===== src/rtl/averager_pkg.sv =====
// Shared definitions for the averager family: window state encoding and
// exponent-port width helper.
package averager_pkg;

  typedef enum logic {
    FILL = 1'b0,
    RUN  = 1'b1
  } state_t;

  function automatic int exp_width(input int max_exponent);
    return $clog2(max_exponent + 1);
  endfunction

endpackage


===== src/rtl/divide_signed_by_power_of_two.sv =====
// Combinational signed divide by 2^exponent with truncation toward zero;
// the result is narrowed to OUT_W bits.
module divide_signed_by_power_of_two #(
  parameter int IN_W  = 20,
  parameter int OUT_W = 16,
  parameter int EXP_W = 3
) (
  input  logic signed [IN_W-1:0]  dividend,
  input  logic        [EXP_W-1:0] exponent,
  output logic signed [OUT_W-1:0] quotient
);

  logic [IN_W-1:0] bias;

  always_comb begin
    // Negative dividends get 2^E-1 added so the arithmetic shift rounds toward zero.
    bias     = dividend[IN_W-1] ? ~({IN_W{1'b1}} << exponent) : '0;
    quotient = OUT_W'((dividend + $signed(bias)) >>> exponent);
  end

endmodule


===== src/rtl/averager_moving_powers_of_two.sv =====
// Sliding-window moving averager over a runtime power-of-two window of
// signed samples, with valid/ready on both sides.
module averager_moving_powers_of_two
  import averager_pkg::*;
#(
  parameter int WORD_WIDTH   = 16,
  parameter int MAX_EXPONENT = 4
) (
  input  logic                                clock,
  input  logic                                clear,
  input  logic                                restart,
  input  logic [exp_width(MAX_EXPONENT)-1:0]  window_exponent,
  input  logic                                input_valid,
  output logic                                input_ready,
  input  logic signed [WORD_WIDTH-1:0]        input_sample,
  output logic                                output_valid,
  input  logic                                output_ready,
  output logic signed [WORD_WIDTH-1:0]        output_average,
  output logic                                window_full
);

  localparam int EW = exp_width(MAX_EXPONENT);
  localparam int SW = WORD_WIDTH + MAX_EXPONENT;
  localparam int D  = 1 << MAX_EXPONENT;
  localparam int PW = MAX_EXPONENT;
  localparam int CW = MAX_EXPONENT + 1;

  state_t                        state;
  logic        [EW-1:0]          e_reg;
  logic signed [SW-1:0]          sum;
  logic        [CW-1:0]          count;
  logic        [PW-1:0]          wr_ptr;
  logic signed [WORD_WIDTH-1:0]  buffer [D];
  logic signed [WORD_WIDTH-1:0]  avg_p0;
  logic                          vld_p0;

  logic        [CW-1:0]          n_win;
  logic        [PW-1:0]          oldest_idx;
  logic signed [SW-1:0]          sample_ext;
  logic signed [SW-1:0]          oldest_ext;
  logic signed [SW-1:0]          sum_next;
  logic signed [WORD_WIDTH-1:0]  quotient;
  logic        [EW-1:0]          e_clamped;
  logic                          accept;
  logic                          take;
  logic                          fill_done;

  assign input_ready    = !restart && (!vld_p0 || output_ready);
  assign accept         = input_valid && input_ready;
  assign take           = vld_p0 && output_ready;
  assign output_valid   = vld_p0;
  assign output_average = avg_p0;
  assign window_full    = (state == RUN);

  always_comb begin
    n_win      = CW'(1) << e_reg;
    // With N == D the oldest slot is the one about to be overwritten.
    oldest_idx = wr_ptr - n_win[PW-1:0];
    sample_ext = SW'(input_sample);
    oldest_ext = (state == RUN) ? SW'(buffer[oldest_idx]) : '0;
    sum_next   = sum + sample_ext - oldest_ext;
    fill_done  = ((count + CW'(1)) == n_win);
    e_clamped  = (32'(window_exponent) > MAX_EXPONENT) ? EW'(MAX_EXPONENT) : window_exponent;
  end

  divide_signed_by_power_of_two #(
    .IN_W  (SW),
    .OUT_W (WORD_WIDTH),
    .EXP_W (EW)
  ) u_divide (
    .dividend (sum_next),
    .exponent (e_reg),
    .quotient (quotient)
  );

  always_ff @(posedge clock) begin
    if (accept) buffer[wr_ptr] <= input_sample;
  end

  // Stage p0: running sum, window bookkeeping and registered average.
  always_ff @(posedge clock or posedge clear) begin
    if (clear) begin
      state  <= FILL;
      e_reg  <= EW'(MAX_EXPONENT);
      sum    <= '0;
      count  <= '0;
      wr_ptr <= '0;
      avg_p0 <= '0;
      vld_p0 <= 1'b0;
    end else if (restart) begin
      state  <= FILL;
      e_reg  <= e_clamped;
      sum    <= '0;
      count  <= '0;
      wr_ptr <= '0;
      vld_p0 <= 1'b0;
    end else if (accept) begin
      wr_ptr <= wr_ptr + PW'(1);
      sum    <= sum_next;
      if (state == RUN) begin
        avg_p0 <= quotient;
        vld_p0 <= 1'b1;
      end else begin
        count <= count + CW'(1);
        if (fill_done) begin
          avg_p0 <= quotient;
          vld_p0 <= 1'b1;
          state  <= RUN;
        end
      end
    end else if (take) begin
      vld_p0 <= 1'b0;
    end
  end

endmodule


===== config.mk =====
export PLATFORM = sky130hd
export DESIGN_NAME = averager_moving_powers_of_two
export DESIGN_NICKNAME = d
export VERILOG_FILES = /design/src/rtl/averager_pkg.sv /design/src/rtl/divide_signed_by_power_of_two.sv /design/src/rtl/averager_moving_powers_of_two.sv
export SDC_FILE = /design/constraint.sdc
export NUM_CORES = 1
export LEC_CHECK = 0
export ABC_CLOCK_PERIOD_IN_PS = 9460
export CAP_MARGIN = 20
export CELL_PAD_IN_SITES_DETAIL_PLACEMENT = 0
export CELL_PAD_IN_SITES_GLOBAL_PLACEMENT = 1
export CORE_MARGIN = 2
export CORE_UTILIZATION = 52
export CTS_CLUSTER_DIAMETER = 40
export CTS_CLUSTER_SIZE = 24
export DETAILED_ROUTE_END_ITERATION = 10
export GPL_ROUTABILITY_DRIVEN = 1
export PLACE_DENSITY_LB_ADDON = 0.1
export SYNTH_ARGS = -nofsm -noshare
export SYNTH_HDL_FRONTEND = slang
export SYNTH_HIERARCHICAL = 1
export SYNTH_SLANG_ARGS = --single-unit
export TNS_END_PERCENT = 100

===== constraint.sdc =====
create_clock -name clock -period 9.46 [get_ports clock]
set_clock_uncertainty 0.05 [all_clocks]
set_input_delay 2.838 -clock clock [delete_from_list [all_inputs] [get_ports clock]]
set_output_delay 2.838 -clock clock [all_outputs]
set_load 0.03 [all_outputs]

# Yosys cells after proc, flatten, opt, wreduce, memory -nomap -nowiden
# Memory sizes are Yosys's and may differ from the RTL's.
# Cells that the tools add are included.
# op_classes
n_lt_le_gt_ge	1
shift	3
bitwise	2
eq_ne	3
reduce_logical	12
mux	23
addsub	6
# ops
operator	n
$mux W20	4
$mux W16	2
$add A20 B16 Y20	1
$add A20 B20 Y20	1
$not A20 Y20	1
$shl A20 B3 Y20 const A	1
$sshr A20 B3 Y16	1
$sub A20 B20 Y20	1
$mux W5	3
$mux W1	11
$mux W4	2
$add A5 B1 Y5 const B	1
$eq A5 B5 Y1	1
$shl A1 B3 Y5 const A	1
$add A4 B1 Y4 const B	1
$ne A4 B3 Y1 const B	1
$reduce_and A2 Y1	2
$reduce_bool A2 Y1	2
$sub A4 B4 Y4	1
$gt A3 B3 Y1 const B	1
$logic_and A1 B1 Y1	3
$mux W3	1
$reduce_and A3 Y1	1
$reduce_bool A3 Y1	1
other kinds (4)	5
# word_totals
ramBits	256
register_bits	50
out_inout_bits	19
n_memories	1
# mem_list
name	depth	width	rd	rd_clocked_by_memory_dff	write_ports	line_no	rtl
buffer	16	16	1	0	1	averager_moving_powers_of_two.sv:33	logic signed [WORD_WIDTH-1:0] buffer [D];

# Logic depth before layout (Yosys ltp)
# Gate-level depths: netlist of the first run.
# An unclocked memory read counts as a cell.
# logic_depth
depth_word	10
depth_mapped	32
mapped_depth_nobuf	29

# Modules after synthesis
# The synthesis of the first run kept the hierarchy.
# modules_own_cells
mod	seq_area_each_um2	cells_per_inst	n_inst	area_per_inst_um2
averager_moving_powers_of_two	8939.8	938	1	13957.1
divide_signed_by_power_of_two	0.0	197	1	1388.8

# Worst setup path after synthesis of the first run
# No wires, ideal clock.
# synth_timing
kind	input to register
from	input input_sample[5]
to	register avg_p0[5], in the netlist output_average[5]
path_slack_ns	1.758
arrival_ns	7.527
stages	22
path_buffers	0
path_cell_list	inv_1 > fa_1 > inv_1 > ha_1 > and4_1 > a21o_1 > a211o_1 > a21boi_0 > inv_1 > a21oi_1 > xnor2_1 > o31a_1 > ha_1 > fa_1 > a211oi_2 > o211ai_2 > and3_1 > o32a_1 > and3_1 > a21oi_1 > mux2i_1 > mux2_4
# synth_between
elab_chain_cells	7
# synth_rtl
item	line_no	rtl
start, declared	averager_moving_powers_of_two.sv:15	input logic signed [WORD_WIDTH-1:0] input_sample,
$add A20 B16 Y20 *	averager_moving_powers_of_two.sv:61	sum_next = sum + sample_ext - oldest_ext;
$sub A20 B20 Y20 *	averager_moving_powers_of_two.sv:61	
net sum_next[19]	averager_moving_powers_of_two.sv:41	logic signed [SW-1:0] sum_next;
$mux W20	divide_signed_by_power_of_two.sv:17	bias = dividend[IN_W-1] ? ~({IN_W{1'b1}} << exponent) : '0;
$add A20 B20 Y20 *	divide_signed_by_power_of_two.sv:18	quotient = OUT_W'((dividend + $signed(bias)) >>> exponent);
$sshr A20 B3 Y16 *	divide_signed_by_power_of_two.sv:18	
net quotient[5]	averager_moving_powers_of_two.sv:42	logic signed [WORD_WIDTH-1:0] quotient;
$mux W16	averager_moving_powers_of_two.sv:105	if (fill_done) begin
$mux W16 *	averager_moving_powers_of_two.sv:100	if (state == RUN) begin
end signal, assigned	averager_moving_powers_of_two.sv:101	avg_p0 <= quotient;
end signal, assigned	averager_moving_powers_of_two.sv:106	avg_p0 <= quotient;
end, declared	averager_moving_powers_of_two.sv:34	logic signed [WORD_WIDTH-1:0] avg_p0;
# The timed path passes the listed nets; every way through them passes the cells marked *. The select of a mux whose other input is x is not followed.
# A chain may end at the register's enable or synchronous reset.

# Final worst setup path of the first run
# layout_timing
from	input input_sample[1]
to	register avg_p0[5], in the netlist output_average[5]
# Same word-level chain as after synthesis.

==> results of run 1 <==
## cells in the final DEF, fill, tap and decap left out, drive strengths merged, types with 27 or more instances in the layout
cell | netlist | routed
nand2 | 143 | 143
buf | 17 | 51
a21oi | 51 | 51
nand3 | 31 | 31
clkbuf | 39 | 47
xor2 | 27 | 27
dfrtp | 49 | 49
edfxtp | 256 | 256
nor2 | 54 | 54
ha | 36 | 36
clkdlybuf4s50 | 0 | 42
mux4 | 65 | 65
o21ai | 30 | 30
inv | 90 | 99
## power by group
group	internal [uW]	leakage (uW)	total, uW	switching, uW
Clock	907	0.000657	1520	616
Sequential	1540	0.00295	1580	43.3
Combinational	1080	0.00325	2640	1560
Total	3530	0.00686	5750	2220
## metrics by stage
step / cell area (sq um) / util [%]
after floorplan: 15300 / -
after global placement: 16500 / 57.2
after detailed placement: 16500 / 57.2
after CTS: 17900 / 61.9
after global routing: 17900 / 61.9
final: 17900 / 61.9
## logic make-up after synthesis
group           count (synthesis)  synth area share, %
simple gates                  295                 8.66
flops                         306                 58.3
fa+ha+maj                      57                 5.67
buf+inv                       147                 3.82
compound gates                169                 7.73
mux                           108                 12.8
xor+xnor                       53                 3.02
## worst reg2reg max path, delay by kind of cell, from the launching register on
| kind | cells | cell delay, ps |
|---|---|---|
| flip-flops | 1 | 370 |
| multiplexers | 3 | 750 |
| adder cells (fa/ha/maj) | 5 | 2210 |
| XOR/XNOR | 2 | 800 |
| AND/OR/NAND/NOR | 6 | 1150 |
| buffers and inverters | 4 | 890 |
| AO/OA/AOI/OAI | 9 | 1930 |
## metal layers
metal | track usage, % | share of wire (%) | routed length, microns | vias to the layer above
met2 | 39.5 | 47 | 17600 | 298
met3 | 3.77 | 6.1 | 2330 | 43
met1 | 38.3 | 46 | 17400 | 4826
met5 | 0 | 0 | 0 | -
met4 | 4.99 | 1.3 | 480 | 0
li1 | - | - | - | 4362
## path summary, 6_finish.rpt
check                                 from                 end  slack, ps  cells past startpoint
min reg2reg                        sum[13]             sum[13]        450                      1
min in group asynchronous            clear            count[4]       2780                      3
max in group asynchronous            clear             sum[14]       6080                      3
max                        input_sample[1]   output_average[5]       1040                     23
min                                sum[13]             sum[13]        450                      1
max reg2reg                       e_reg[0]  output_average[10]       1180                     29
## final cells by class
type,count,area share (%)
Clock buffer,47,6.10
Clock inverter,29,1.59
Inverter,91,1.91
Multi-Input combinational cell,682,33.1
Sequential cell,306,50.0
Tap cell,384,2.69
Timing Repair Buffer,93,4.56
==> reports/metrics.yaml, run 1 <==
status: "complete, no violations"
synth-async-reset-ratio_pct: 16.3
hold_buffers: 0
cts.sinks: 306
htreeDepth: 2
top_register: "buffer"
postSynthNetCount: 1216
fmax_mhz: 119
fin_setup_tns_ps: 0
clk_pin_slew_ps: 50
yosys_warnings: 6
avgRoutedWirePerCell_microns: 23.2
cts_root_buffer: "clkbuf_16"
antenna_found_initial: 0
seqCellArea_sq_um: 8940
peakVddDrop_mv: 0.184
dp_hpwl_microns: 23900
synth.most_common_cell: "edfxtp_1"
worstPathCellList: "clkdlybuf4s50_1 > inv_1 > fa_1 > inv_1 > ha_1 > a21oi_1 > o22ai_1 > a211o_1 > a21boi_0 > inv_1 > a21oi_1 > xnor2_1 > o31a_1 > ha_1 > fa_1 > a211oi_2 > o211ai_2 > and3_1 > o32a_1 > and3_1 > a21oi_1 > mux2i_1 > mux2_4"
ys_seq_area_share_pct: 58.3
synth_area_sq_um: 15300
min_path_type: "reg -> reg"
wl_microns: 37900
place_inst: 1556
synth-edff-count: 256
cp.required_ps: 9810
drtPass1Iterations: 5
track_usage_pct: 25.3
worst_pin_slew_ps: 823
min_period_ps: 8420
synth_commonest_cells: "edfxtp_1, nand2_1, inv_1, mux4_2, nor2_1"
rows: 62
grt_pass1_vias: 9376
whs_ps: 453
final_hold_viol_count: 0
cts_buffers: 42
cp-end-kind: "flop"
die_w_microns: 176
post-place-ws_ps: 620
initial_core_util_pct: 53.2
grt_pass1_wl_microns: 57500
io_pins: 43
p_per_area_nw_per_um2: 321
clk_path_buf_depth: 3
nFillCells: 2259
slowest_stage: "clkdlybuf4s50_1"
syn2layout_area_growth_pct: 16.5
final.setup.worst_slack_ps: 1040
grt_max_degree: 51
setup_viol: 0
finalCritPeriodShare_pct: 89.0
cp-start-kind: "primary input"
worst-path-max-fanout: 17
nets: 1297
yosys.area.top_type_share_pct: 50.1
total_power_uw: 5750
path_delay_family: "compound AO/OA/AOI/OAI gates"
finalNonFillerCells: 1632
critPathKind: "in -> reg"
syn_area_per_cell_sq_um: 13.5
synthDistinctLibCells: 75
arrival_ps: 8770
globalplace.congestion: 0.880
slew_violations: 0
cts_resized: 0
fp.dieH_microns: 176
yosys_most_used_dff: "edfxtp_1"
total_leakage_power_uw: 0.00686
layout-drive-gt1-share_pct: 19.8
synth_seq_cells: 306
viasPerCell: 5.84
antenna_cells: 0
cts_setup_buffers: 0
synth_area_leader_cell: "edfxtp_1"
io_buffers: 42
clk_latency_ps: 550
drc: 0
max_stage_delay_ps: 820
drv_cap: 0
relSlewSlack_pct: 44.9
rsz0062_at_grt: "no"
coreArea_sq_um: 28900
cts_tree: "yes"
dieArea_sq_um: 30900
ant_nets: 0
num_vias: 9529
synth_area_leaders: "edfxtp_1, mux4_2, dfrtp_1, nand2_1, ha_1"
drt_iter0_drc: 760
largest_reg_flops: 256
crit_buf_inv: 4
grt_overflow: 0
multi_input_area_sq_um: 5920
syn-instance-count: 1135
Note: power is estimated with default switching activity, not from simulation.
==> run 2: changes to the inputs <==
Settings changed: CORE_ASPECT_RATIO set to 1.75.
==> run 2 against run 1 <==
Non-clock buffer count is 1 higher. Global-route usage decreased by 0.51 points. Fmax up 1.1%. Largest power group unchanged.
==> reports/metrics.yaml, run 2 (synthesis results as in run 1) <==
cts_buffers: 34  # -19%
io_buffers: 42  # unchanged
fin_setup_tns_ps: 0  # unchanged
hold_depth: 1  # unchanged
io_pins: 43  # unchanged
clk_path_buf_depth: 3  # unchanged
min_path_type: "reg -> reg"
avgRoutedWirePerCell_microns: 22.7  # -2.3%
fmax_mhz: 120  # +1.1%
cts_setup_buffers: 0  # unchanged
arrival_ps: 8650  # -120 ps
num_vias: 9543  # +0.15%
rsz0062_at_grt: "no"
r2r-end: "output_average[10]"
wl_microns: 36600  # -3.2%
crit_start: "input_sample[1]"
cp-end-kind: "flop"
fp.dieH_microns: 231  # +32%
viasPerCell: 5.91  # +1.1%
clk_latency_ps: 540  # about the same
grt_pass1_wl_microns: 57400  # -0.23%
antenna_found_initial: 0  # unchanged
rr_worst_depth: 30  # +3.4%
gr-usage-met1_pct: 28.8  # -9.5 points
largest_reg_flops: 256  # unchanged
die_w_microns: 134  # -24%
slew_violations: 0  # unchanged
total_leakage_power_uw: 0.00677  # -1.2%
ant_nets: 0  # unchanged
peakVddDrop_mv: 0.236  # +28%
dp_hpwl_microns: 24100  # +0.87%
grt_max_degree: 65  # +27%
worst_pin_slew_ps: 949  # +127 ps
antenna_cells: 0  # unchanged
cp.required_ps: 9790  # -20 ps
coreArea_sq_um: 29200  # +1.1%
drt_iter0_drc: 635  # -16%
relSlewSlack_pct: 36.5  # -8.4 points
cp-start-kind: "primary input"
p_per_area_nw_per_um2: 313  # -2.7%
mostFrequentLayoutCells: "edfxtp_1, nand2_1, inv_1, mux4_2"
cts.sinks: 306  # unchanged
initial_core_util_pct: 52.6  # -0.59 points
cts_tree: "yes"
status: "complete, no violations"
drv_cap: 0  # unchanged
drtPass1Iterations: 5  # unchanged
gr-max-usage-layer: "met2"
rows: 83  # +34%
grt_util_met3_pct: 3.08  # -0.68 points
syn2layout_area_growth_pct: 15.3
dieArea_sq_um: 31000  # +0.17%
grt_overflow: 0  # unchanged
grt_pass1_vias: 9933  # +5.9%
min_period_ps: 8320  # -94.1 ps
worst-path-max-fanout: 7  # -10
nFillCells: 2269  # +0.44%
hold_buffers: 0  # unchanged
layout_commonest_cell: "edfxtp_1"
cts_resized: 0  # unchanged
globalplace.congestion: 0.873  # -0.73%
htreeDepth: 2  # unchanged
final_hold_viol_count: 0  # unchanged
total_power_uw: 5540  # -3.6%
met2_usage_pct: 45.9  # +6.4 points
finalCritPeriodShare_pct: 88.0  # -1.0 points
r2r_start: "e_reg[0]"
cts_root_buffer: "clkbuf_16"
clk_pin_slew_ps: 50  # about the same
layout-drive-gt1-share_pct: 19.4  # -0.34 points
nets: 1290  # -0.54%
critPathKind: "in -> reg"
drc: 0  # unchanged
track_usage_pct: 24.8  # -0.51 points
top_register: "buffer"
cp-endpoint: "output_average[9]"
r2r_slack_ps: 1460  # +280 ps
setup_viol: 0  # unchanged
==> run 2: worst min path at each step <==
stage                       start            endpoint
6_report        output_average[4]   output_average[4]
4_1_cts        output_average[12]  output_average[12]
2_1_floorplan             sum[13]             sum[13]
5_1_grt                   sum[15]             sum[15]
3_3_place_gp   output_average[13]  output_average[13]
3_5_place_dp              sum[15]             sum[15]
==> run 2: cell type report <==
type	count	area [sq um]	share of cell area (%)
Sequential cell	306	8940	50.5
Tap cell	382	478	2.70
Clock inverter	24	279	1.58
Inverter	91	342	1.93
Multi-Input combinational cell	682	5910	33.4
Timing Repair Buffer	94	836	4.72
Clock buffer	37	915	5.17
==> run 2: worst max-delay path: stages <==
cell and delay (ps):
clkdlybuf4s50_1 610, inv_1 110, fa_1 590, inv_1 50, ha_1 290, a21oi_1 250, o22ai_1 180, a211o_1 330
a21boi_0 230, inv_1 70, a21oi_1 160, xnor2_1 210, o31a_1 160, ha_1 230, fa_1 470, a211oi_2 280
o211ai_2 230, and3_1 230, o32a_1 300, and3_1 160, a21oi_1 280, mux2i_1 120, mux2_2 270
==> run 2: stage by stage <==
stage               std cells  util, %  cell area [sq um]  worst slack [ps]  hold WS [ps]
floorplan                1135        -              15300              1760           423
global placement         1555     56.6              16500               637           443
detailed placement       1555     56.6              16500               589           442
CTS                      1616     60.7              17700              1120           460
global route             1616     60.7              17700               635           478
finish                   1616     60.7              17700              1140           456
==> run 2: routing by layer <==
layer / vias to the layer above / wire length, microns
li1: 4339 / -
met2: 242 / 20100
met1: 4878 / 13600
met3: 84 / 1440
met4: 0 / 1460
met5: - / 0
==> run 2: where the power goes <==
| group | total, uW | leakage [uW] | switching [uW] | internal [uW] |
|---|---|---|---|---|
| combinational | 2580 | 0.00325 | 1500 | 1080 |
| sequential | 1580 | 0.00295 | 39.5 | 1540 |
| clock | 1380 | 0.000569 | 592 | 787 |
| total | 5540 | 0.00677 | 2130 | 3400 |
==> run 3: changes to the inputs <==
--- a/constraint.sdc
+++ b/constraint.sdc
@@ -3,3 +3,3 @@
 set_input_delay 2.838 -clock clock [delete_from_list [all_inputs] [get_ports clock]]
 set_output_delay 2.838 -clock clock [all_outputs]
-set_load 0.03 [all_outputs]
+set_load 0.005 [all_outputs]
==> results of run 3 <==
Same layout as run 2 (identical final DEF). Status: complete, no violations.
Main changes from that run: total power 5540 uW -> 5470 uW; worst IR drop on VDD 0.236 mV -> 0.220 mV
